File: src/rtl/key_round_sequencer.sv
// key_round_sequencer: AES-128 round-key sequencer (encrypt/decrypt order) using a borrowed shared S-box
module key_round_sequencer #(
  parameter int NR = 10
) (
  input  logic         clk,
  input  logic         rst,
  input  logic         start,
  input  logic         dec,
  input  logic [127:0] key_in,
  output logic         busy,
  output logic [127:0] rk_out,
  output logic [3:0]   rk_round,
  output logic         rk_valid,
  input  logic         rk_ready,
  output logic         rk_last,
  output logic         sbox_req,
  input  logic         sbox_gnt,
  output logic [31:0]  sub_in,
  input  logic [31:0]  sub_out
);
  localparam logic [1:0] IDLE = 2'd0;
  localparam logic [1:0] PRE  = 2'd1;
  localparam logic [1:0] EMIT = 2'd2;
  localparam logic [1:0] STEP = 2'd3;
  localparam logic [3:0] LAST = 4'(NR);

  function automatic logic [7:0] xtime(input logic [7:0] x);
    return {x[6:0], 1'b0} ^ (x[7] ? 8'h1b : 8'h00);
  endfunction

  function automatic logic [7:0] inv_xtime(input logic [7:0] x);
    return x[0] ? {1'b1, x[7:1] ^ 7'h0d} : {1'b0, x[7:1]};
  endfunction

  logic [1:0]   state_q, state_d;
  logic [127:0] key_q, key_d;
  logic [7:0]   rc_q, rc_d;
  logic [3:0]   cnt_q, cnt_d;
  logic         dec_q, dec_d;
  logic [31:0]  w0, w1, w2, w3, t, sel_w, f0, f1, f2, f3;
  logic [127:0] fwd_key, inv_key;
  logic         gnt, last, rev;

  assign {w0, w1, w2, w3} = key_q;
  assign rev      = dec_q && state_q == STEP;
  assign sel_w    = rev ? w3 ^ w2 : w3;
  assign sbox_req = state_q == PRE || state_q == STEP;
  assign sub_in   = sbox_req ? {sel_w[23:0], sel_w[31:24]} : '0;
  assign gnt      = sbox_req && sbox_gnt;
  assign t        = sub_out ^ {rc_q, 24'h0};
  assign f0       = w0 ^ t;
  assign f1       = w1 ^ f0;
  assign f2       = w2 ^ f1;
  assign f3       = w3 ^ f2;
  assign fwd_key  = {f0, f1, f2, f3};
  assign inv_key  = {w0 ^ t, w1 ^ w0, w2 ^ w1, w3 ^ w2};
  assign last     = dec_q ? cnt_q == 4'd0 : cnt_q == LAST;

  assign busy     = state_q != IDLE;
  assign rk_valid = state_q == EMIT;
  assign rk_out   = rk_valid ? key_q : '0;
  assign rk_round = rk_valid ? cnt_q : '0;
  assign rk_last  = rk_valid && last;

  always_comb begin
    state_d = state_q;
    key_d   = key_q;
    rc_d    = rc_q;
    cnt_d   = cnt_q;
    dec_d   = dec_q;
    case (state_q)
      IDLE: if (start) begin
        key_d   = key_in;
        dec_d   = dec;
        rc_d    = 8'h01;
        cnt_d   = 4'd0;
        state_d = dec ? PRE : EMIT;
      end
      PRE: if (gnt) begin
        key_d   = fwd_key;
        rc_d    = cnt_q == LAST - 4'd1 ? 8'h36 : xtime(rc_q);
        cnt_d   = cnt_q + 4'd1;
        state_d = cnt_q == LAST - 4'd1 ? EMIT : PRE;
      end
      EMIT: if (rk_ready) state_d = last ? IDLE : STEP;
      STEP: if (gnt) begin
        key_d   = dec_q ? inv_key : fwd_key;
        rc_d    = dec_q ? inv_xtime(rc_q) : xtime(rc_q);
        cnt_d   = dec_q ? cnt_q - 4'd1 : cnt_q + 4'd1;
        state_d = EMIT;
      end
      default: state_d = IDLE;
    endcase
  end

  always_ff @(posedge clk) begin
    if (rst) begin
      state_q <= IDLE;
      key_q   <= '0;
      rc_q    <= '0;
      cnt_q   <= '0;
      dec_q   <= 1'b0;
    end else begin
      state_q <= state_d;
      key_q   <= key_d;
      rc_q    <= rc_d;
      cnt_q   <= cnt_d;
      dec_q   <= dec_d;
    end
  end
endmodule
File: config.mk
export PLATFORM = sky130hd
export DESIGN_NAME = key_round_sequencer
export DESIGN_NICKNAME = d
export VERILOG_FILES = /design/src/rtl/key_round_sequencer.sv
export SDC_FILE = /design/constraint.sdc
export NUM_CORES = 1
export LEC_CHECK = 0
export ABC_AREA = 1
export BUFFER_PORTS_ARGS = -buffer_cell sky130_fd_sc_hd__clkbuf_2
export CELL_PAD_IN_SITES_DETAIL_PLACEMENT = 1
export CELL_PAD_IN_SITES_GLOBAL_PLACEMENT = 1
export CORE_MARGIN = 5
export CORE_UTILIZATION = 32
export DETAILED_ROUTE_END_ITERATION = 12
export HOLD_SLACK_MARGIN = 0.08
export PLACE_DENSITY_LB_ADDON = 0.1
export SYNTH_ARGS = -nofsm -noshare
export SYNTH_HDL_FRONTEND = slang
export SYNTH_SLANG_ARGS = --single-unit
File: constraint.sdc
create_clock -name clk -period 1.4 [get_ports clk]
set_input_delay 0.07 -clock clk [delete_from_list [all_inputs] [get_ports clk]]
set_output_delay 0.07 -clock clk [all_outputs]
set_load 0.005 [all_outputs]
==> impl_metrics.yaml, run 1 <==
power_and_ir_drop:
  pwr-share-clk_pct: 12.3
  power.density_mw_per_mm2: 1920
  p_sw_share_pct: 49.6
  leakagePower_nw: 8.60
  ir_worst_vdd_v: 0.00101
  seq_power_share_pct: 20.5
  power.switching_mw: 17.5
  p_int_mw: 17.8
  pwr-share-comb_pct: 67.1
timing:
  final-setup-viol-count: 310
  fin_ws_ns: -0.462
  clock_skew_ns: 0.00859
  drv_slew: 0
  rsz0062_at_grt: "yes"
  slew_headroom_pct: 61.8
  layout_min_cycle_time_ns: 1.86
  post-route-period-util_pct: 133
  fmax_ghz: 0.537
  worst_slew_pin_slew_ns: 0.569
  hold_viol_final: 0
grt:
  grt_max_degree: 54
  grt_pass1_vias: 15900
  grt_usage_pct: 27.0
  grt_pass1_wl_um: 88600
  antenna_found_initial: 3
  grt_overflow: 0
die:
  die_width_um: 200
  core_sq_mm: 0.0357
  fp.dieArea_sq_mm: 0.0401
  rows: 69
  die_y_um: 200
  pin_count: 334
  start_util_pct: 32.5
worst_setup_path:
  path_cells: "inv_1 -> nor2_4 -> inv_8 -> buf_12 -> buf_12 -> nor2_2 -> buf_2"
  worstSetupEndpointType: "primary output"
  arrival_ns: 1.79
  setup.worst_path.class: "reg2out"
  crit_path_max_fanout: 17
  start_kind: "flip-flop"
  cpMostUsedCell: "buf_12"
  cp_num_buf_inv: 5
  crit_family: "buffers and inverters"
  critPathMaxStageDelay_ns: 0.38
  critPathRequiredTime_ns: 1.33
  cp_slowest_cell: "dfxtp_4"
clock_network:
  htree_levels: 4
  path_clk_slew_ns: 0.07
  cts_tree: "built"
  numCtsBuffers: 17
  clock_sinks: 143
  clk_path_buf_depth: 2
  root_buffer: "clkbuf_16"
  clk_latency_ns: 0.45
placed_design:
  numPortBuffers: 333
  placed_area_sq_mm: 0.0149
  gp_congestion: 0.858
  dpl.hpwl_um: 39000
run:
  maxCapViolations: 0
run_status:
  status: "complete, but fails checks"
  violations: "setup timing"
yosys:
  synth_cell_type_count: 38
  syn_nets: 2090
  yosysSeqAreaShare_pct: 24.7
  yosysWarnings: 0
  syn-cell-area_sq_mm: 0.0116
  synth_cells: 1920
  ys_ff_latch: 143
  synth_area_per_cell_sq_um: 6.04
cells_and_area:
  fillers: 4664
  fin_nets: 2662
  syn_to_final_growth_pct: 58.1
  fin_util_pct: 51.4
  finalInstanceArea_sq_mm: 0.0183
  layout-drive-gt1-share_pct: 29.7
drt:
  viasPerCell: 5.25
  vias: 15600
  drc_errors: 0
  drtIter0Drc: 771
  ant_nets: 0
  dr.pass1.iters: 5
  avgRoutedWirePerCell_um: 19.8
  drt_wl_total_um: 58800
min_path:
  hp-class: "in2reg"
[flip-flops by register name, indices dropped and copies added, names as in the netlist]
signal and count:
cnt_q 4, dec_q 1, key_q 128, rc_q 8, state_q 2
[final timing paths]
path | from | to | slack (ns) | cells after the start
max | state_q[1] | rk_out[103] | -0.46 | 7
min | sub_out[6] | key_q[102] | 0.08 | 5
max reg2reg | state_q[0] | key_q[124] | -0.35 | 9
min reg2reg | key_q[122] | key_q[122] | 0.55 | 2
[Yosys cell counts]
cell type,count,area [sq um]
nand2_1,418,1570
o21bai_1,5,37.5
nand3b_1,7,52.6
xnor2_1,68,596
nand4_1,3,18.8
o211ai_1,21,158
or2_0,1,6.26
a22oi_1,18,135
o22ai_1,20,125
nand2_2,3,18.8
o21a_1,1,7.51
a22o_1,1,8.76
buf_6,1,11.3
a221oi_1,14,123
inv_1,223,837
o21ai_1,16,80.1
dfxtp_1,143,2860
o311ai_0,6,52.6
a211oi_1,3,22.5
nand3_2,2,20.0
a21oi_1,103,515
nor2_2,3,18.8
a221oi_2,6,90.1
a41oi_1,9,78.8
o21ai_0,211,1060
a31oi_1,55,344
nand3_1,195,976
buf_1,7,26.3
ha_1,4,50.1
nor2_1,178,668
or2_2,7,43.8
buf_2,48,240
clkbuf_1,54,203
buf_4,13,97.6
inv_2,7,26.3
nor2_4,1,11.3
xor2_2,2,32.5
xor2_1,43,377
[kinds of logic (layout without fill, tap and decap cells)]
kind of cell               after synthesis  after routing  share of synthesized area (%)
xor gates and xnor gates               113            113                           8.66
DFF                                    143            143                           24.7
buffers and inverters                  353            933                           12.4
adders and majority gates                4              4                          0.432
AOI/OAI and AO/OA                      489            489                           24.4
and+or+nand+nor                        818            818                           29.3
other                                    0              2                              0
[cell type report]
| cell class | instances | area, sq um | share of cell area (%) |
|---|---|---|---|
| Multi-Input combinational cell | 1424 | 7980 | 43.5 |
| Sequential cell | 143 | 2880 | 15.7 |
| Clock inverter | 1 | 5.00 | 0.0273 |
| Antenna cell | 2 | 5.00 | 0.0273 |
| Inverter | 230 | 907 | 4.95 |
| Timing Repair Buffer | 676 | 5470 | 29.9 |
| Tap cell | 461 | 577 | 3.15 |
| Clock buffer | 26 | 509 | 2.78 |
[layout by cell type, fill, tap and decap left out, drive strengths merged]
| master | netlist | layout |
|---|---|---|
| o22ai | 20 | 20 |
| xnor2 | 68 | 68 |
| o311ai | 6 | 6 |
| dlygate4sd3 | 0 | 140 |
| nand4 | 3 | 3 |
| or2 | 8 | 8 |
| diode | 0 | 2 |
| ha | 4 | 4 |
| a41oi | 9 | 9 |
| o21ai | 227 | 227 |
| nand2 | 421 | 421 |
| nand3b | 7 | 7 |
| a22oi | 18 | 18 |
| o21bai | 5 | 5 |
| xor2 | 45 | 45 |
| o21a | 1 | 1 |
| a211oi | 3 | 3 |
| bufbuf | 0 | 1 |
| inv | 230 | 227 |
| buf | 69 | 269 |
| nand3 | 197 | 197 |
| clkbuf | 54 | 292 |
| nor2 | 182 | 182 |
| a22o | 1 | 1 |
| a31oi | 55 | 55 |
| a21oi | 103 | 103 |
| o211ai | 21 | 21 |
| clkinv | 0 | 4 |
| dfxtp | 143 | 143 |
| a221oi | 20 | 20 |
[power groups by stage]
stage | Sequential, mW | Clock (mW) | Combinational, mW
2_1_floorplan | 6.82 | 0 | 12.2
3_3_place_gp | 7.21 | 0 | 19.4
3_5_place_dp | 7.27 | 0 | 19.9
4_1_cts | 7.21 | 4.42 | 21.4
5_1_grt | 7.46 | 4.60 | 25.8
6_report | 7.24 | 4.35 | 23.7
[layer usage]
| metal | GRT usage [%] | vias to the layer above | routed length, um |
|---|---|---|---|
| met5 | 0 | - | 13 |
| met2 | 46.6 | 414 | 28000 |
| met3 | 4.87 | 82 | 2660 |
| li1 | - | 7518 | - |
| met1 | 34.9 | 7545 | 26700 |
| met4 | 7.28 | 2 | 1370 |
[per-stage QoR]
stage                     hold WS, ns  std cells  setup TNS, ns  setup slack, ns  total power [mW]
after floorplan                 0.246       1920              0           0.0480              19.0
after global placement          0.352       2748          -2.62          -0.0998              26.6
after detailed placement        0.357       2748          -6.99           -0.153              27.2
after CTS                      0.0810       2941         -76.83           -0.421              33.0
after global routing            0.119       2962        -119.28           -0.557              37.9
final                          0.0811       2963         -96.77           -0.462              35.3
[worst reg2reg max path, delay by kind of cell, from the launching register on]
kind / cells / cell delay (ns)
and+or+nand+nor: 2 / 0.18
DFF: 1 / 0.37
buffers and inverters: 6 / 0.88
AOI/OAI and AO/OA: 1 / 0.23
[what timing repair did]
action,in CTS,in global routing
gates resized for setup,110,217
endpoints found under the setup margin,286,309
gates cloned,5,9
pin swaps,9,7
hold endpoints to repair,130,0
hold buffers,140,0
setup buffers,21,13
(Power assumes the default switching activity.)
==> inputs of run 2 (changes only) <==
Clock period 1.4 ns to 1.7 ns, I/O delays scaled along.
==> impl_metrics.yaml, run 2 (synthesized netlist as in run 1, its figures left out) <==
grt:
  grt_usage_pct: 27.2
  grt_max_degree: 61
  antenna_found_initial: 3
  grt_overflow: 0
  grt_pass1_wl_um: 88600
  grt_pass1_vias: 15700
run:
  maxCapViolations: 0
timing:
  fin_ws_ns: -0.123
  post-route-period-util_pct: 107
  rsz0062_at_grt: "yes"
  drv_slew: 0
  slew_headroom_pct: 63.1
  clock_skew_ns: 0.00769
  hold_viol_final: 0
  layout_min_cycle_time_ns: 1.82
  worst_slew_pin_slew_ns: 0.549
  fmax_ghz: 0.548
  final-setup-viol-count: 150
clock_network:
  root_buffer: "clkbuf_16"
  numCtsBuffers: 17
  clock_sinks: 143
  clk_latency_ns: 0.44
  clk_path_buf_depth: 2
  htree_levels: 4
  path_clk_slew_ns: 0.06
  cts_tree: "built"
worst_setup_path:
  cp_slowest_cell: "dfxtp_4"
  critPathCapture: "rk_out[31]"
  r2r_slack_ns: -0.02
  critPathRequiredTime_ns: 1.62
  cp.depth: 7
  path_cells: "inv_1 -> nor2_4 -> inv_8 -> buf_12 -> buf_16 -> nor2_2 -> clkbuf_2"
  start_kind: "flip-flop"
  arrival_ns: 1.74
  rr_worst_depth: 10
  r2r-end: "key_q[4]"
  crit_start: "state_q[1]"
  r2r-start: "state_q[0]"
  cp_num_buf_inv: 5
  setup.worst_path.class: "reg2out"
  worstSetupEndpointType: "primary output"
  crit_family: "buffers and inverters"
  critPathMaxStageDelay_ns: 0.38
  crit_path_max_fanout: 9
power_and_ir_drop:
  p_int_mw: 14.8
  pwr-share-comb_pct: 67.2
  pwr-share-clk_pct: 12.5
  power.switching_mw: 15.1
  leakagePower_nw: 8.43
  power.density_mw_per_mm2: 1630
  total_power_mw: 29.9
  seq_power_share_pct: 20.4
  p_sw_share_pct: 50.5
  ir_worst_vdd_v: 0.00115
cells_and_area:
  layout_common_cells: "nand2_1, clkbuf_2, inv_1"
  layout-drive-gt1-share_pct: 29.6
  top_regs: "key_q (128), rc_q (8), cnt_q (4)"
  top_register: "key_q"
  fin_nets: 2595
  regArea_sq_mm: 0.00289
  multiInputGateArea_sq_mm: 0.00823
  largest_register_ffs: 128
  stdcell_count: 2899
  layout_commonest_cell: "nand2_1"
  fillers: 4562
  syn_to_final_growth_pct: 58.2
drt:
  ant_nets: 0
  avgRoutedWirePerCell_um: 21.0
  wl_met2_um: 29100
  viasPerCell: 5.41
  drt_wl_total_um: 61000
  met3WireLength_um: 3360
  top_layer: "met5"
  met1_length_um: 26900
  vias: 15700
  dr.pass1.iters: 4
  drtIter0Drc: 749
  drc_errors: 0
min_path:
  hp-class: "in2reg"
run_status:
  status: "complete, but fails checks"
  violations: "setup timing"
die:
  core_sq_mm: 0.0357
  fp.dieArea_sq_mm: 0.0401
  pin_count: 334
  rows: 69
  die_width_um: 200
  die_y_um: 200
  start_util_pct: 32.5
placed_design:
  dpl.hpwl_um: 37600
  place_inst: 2656
  gp_congestion: 0.829
  numPortBuffers: 333
-- run 2: final cells by class --
cell class,count,area share [%]
multi-input combinational,1424,44.9
tap,461,3.14
inverter,230,5.02
antenna,2,0.0273
timing repair buffer,609,28.3
clock inverter,7,0.341
sequential,143,15.7
clock buffer,23,2.61
-- run 2: through the flow --
| step | area, sq um | hold WS (ns) | setup TNS, ns | setup WS (ns) | util (%) |
|---|---|---|---|---|---|
| after detailed placement | 14100 | 0.377 | 0 | 0.0787 | 39.6 |
| after global routing | 18300 | 0.121 | -19.02 | -0.183 | 51.4 |
| after floorplan | 11600 | 0.261 | 0 | 0.348 | - |
| after global placement | 14100 | 0.368 | 0 | 0.0954 | 39.6 |
| final | 18300 | 0.100 | -6.36 | -0.123 | 51.4 |
| after CTS | 17000 | 0.0813 | -7.94 | -0.105 | 47.6 |
-- run 2: how the worst min path moves through the flow --
stage,from,endpoint,slack (ns),depth (start not counted)
after global routing,sub_out[27],key_q[123],0.12,4
after CTS,sub_out[8],key_q[104],0.08,5
final,sub_out[8],key_q[104],0.10,5
after global placement,key_in[108],key_q[108],0.37,3
after floorplan,dec,dec_q,0.26,2
after detailed placement,key_in[108],key_q[108],0.38,3
-- run 2: per-layer routing --
layer  vias up  global-route usage, %
li1       7401                      -
met3        89                   5.34
met2       476                   47.5
met1      7711                   34.6
met5         -                      0
met4         2                   6.86
-- run 2: repair_timing --
item	CTS	global route
pin swaps	7	41
setup buffers	19	30
gates resized for setup	159	197
hold buffers	135	0
gates cloned	9	21
endpoints found under the setup margin	166	258
endpoints found under the hold margin	130	0
-- run 2: tightest hold or removal path: cells and delay by family --
family / cells / cell delay [ns]
compound gates: 2 / 0.18
buf+inv: 1 / 0.12
xor+xnor: 1 / 0.07
simple gates: 1 / 0.06
-- run 2: power by group through the flow --
stage | Clock [mW] | Sequential (mW) | Combinational, mW
2_1_floorplan | 0 | 5.61 | 10.1
3_3_place_gp | 0 | 6.03 | 14.6
3_5_place_dp | 0 | 6.08 | 15.0
4_1_cts | 3.77 | 6.00 | 17.0
5_1_grt | 3.92 | 6.29 | 21.7
6_report | 3.73 | 6.10 | 20.1
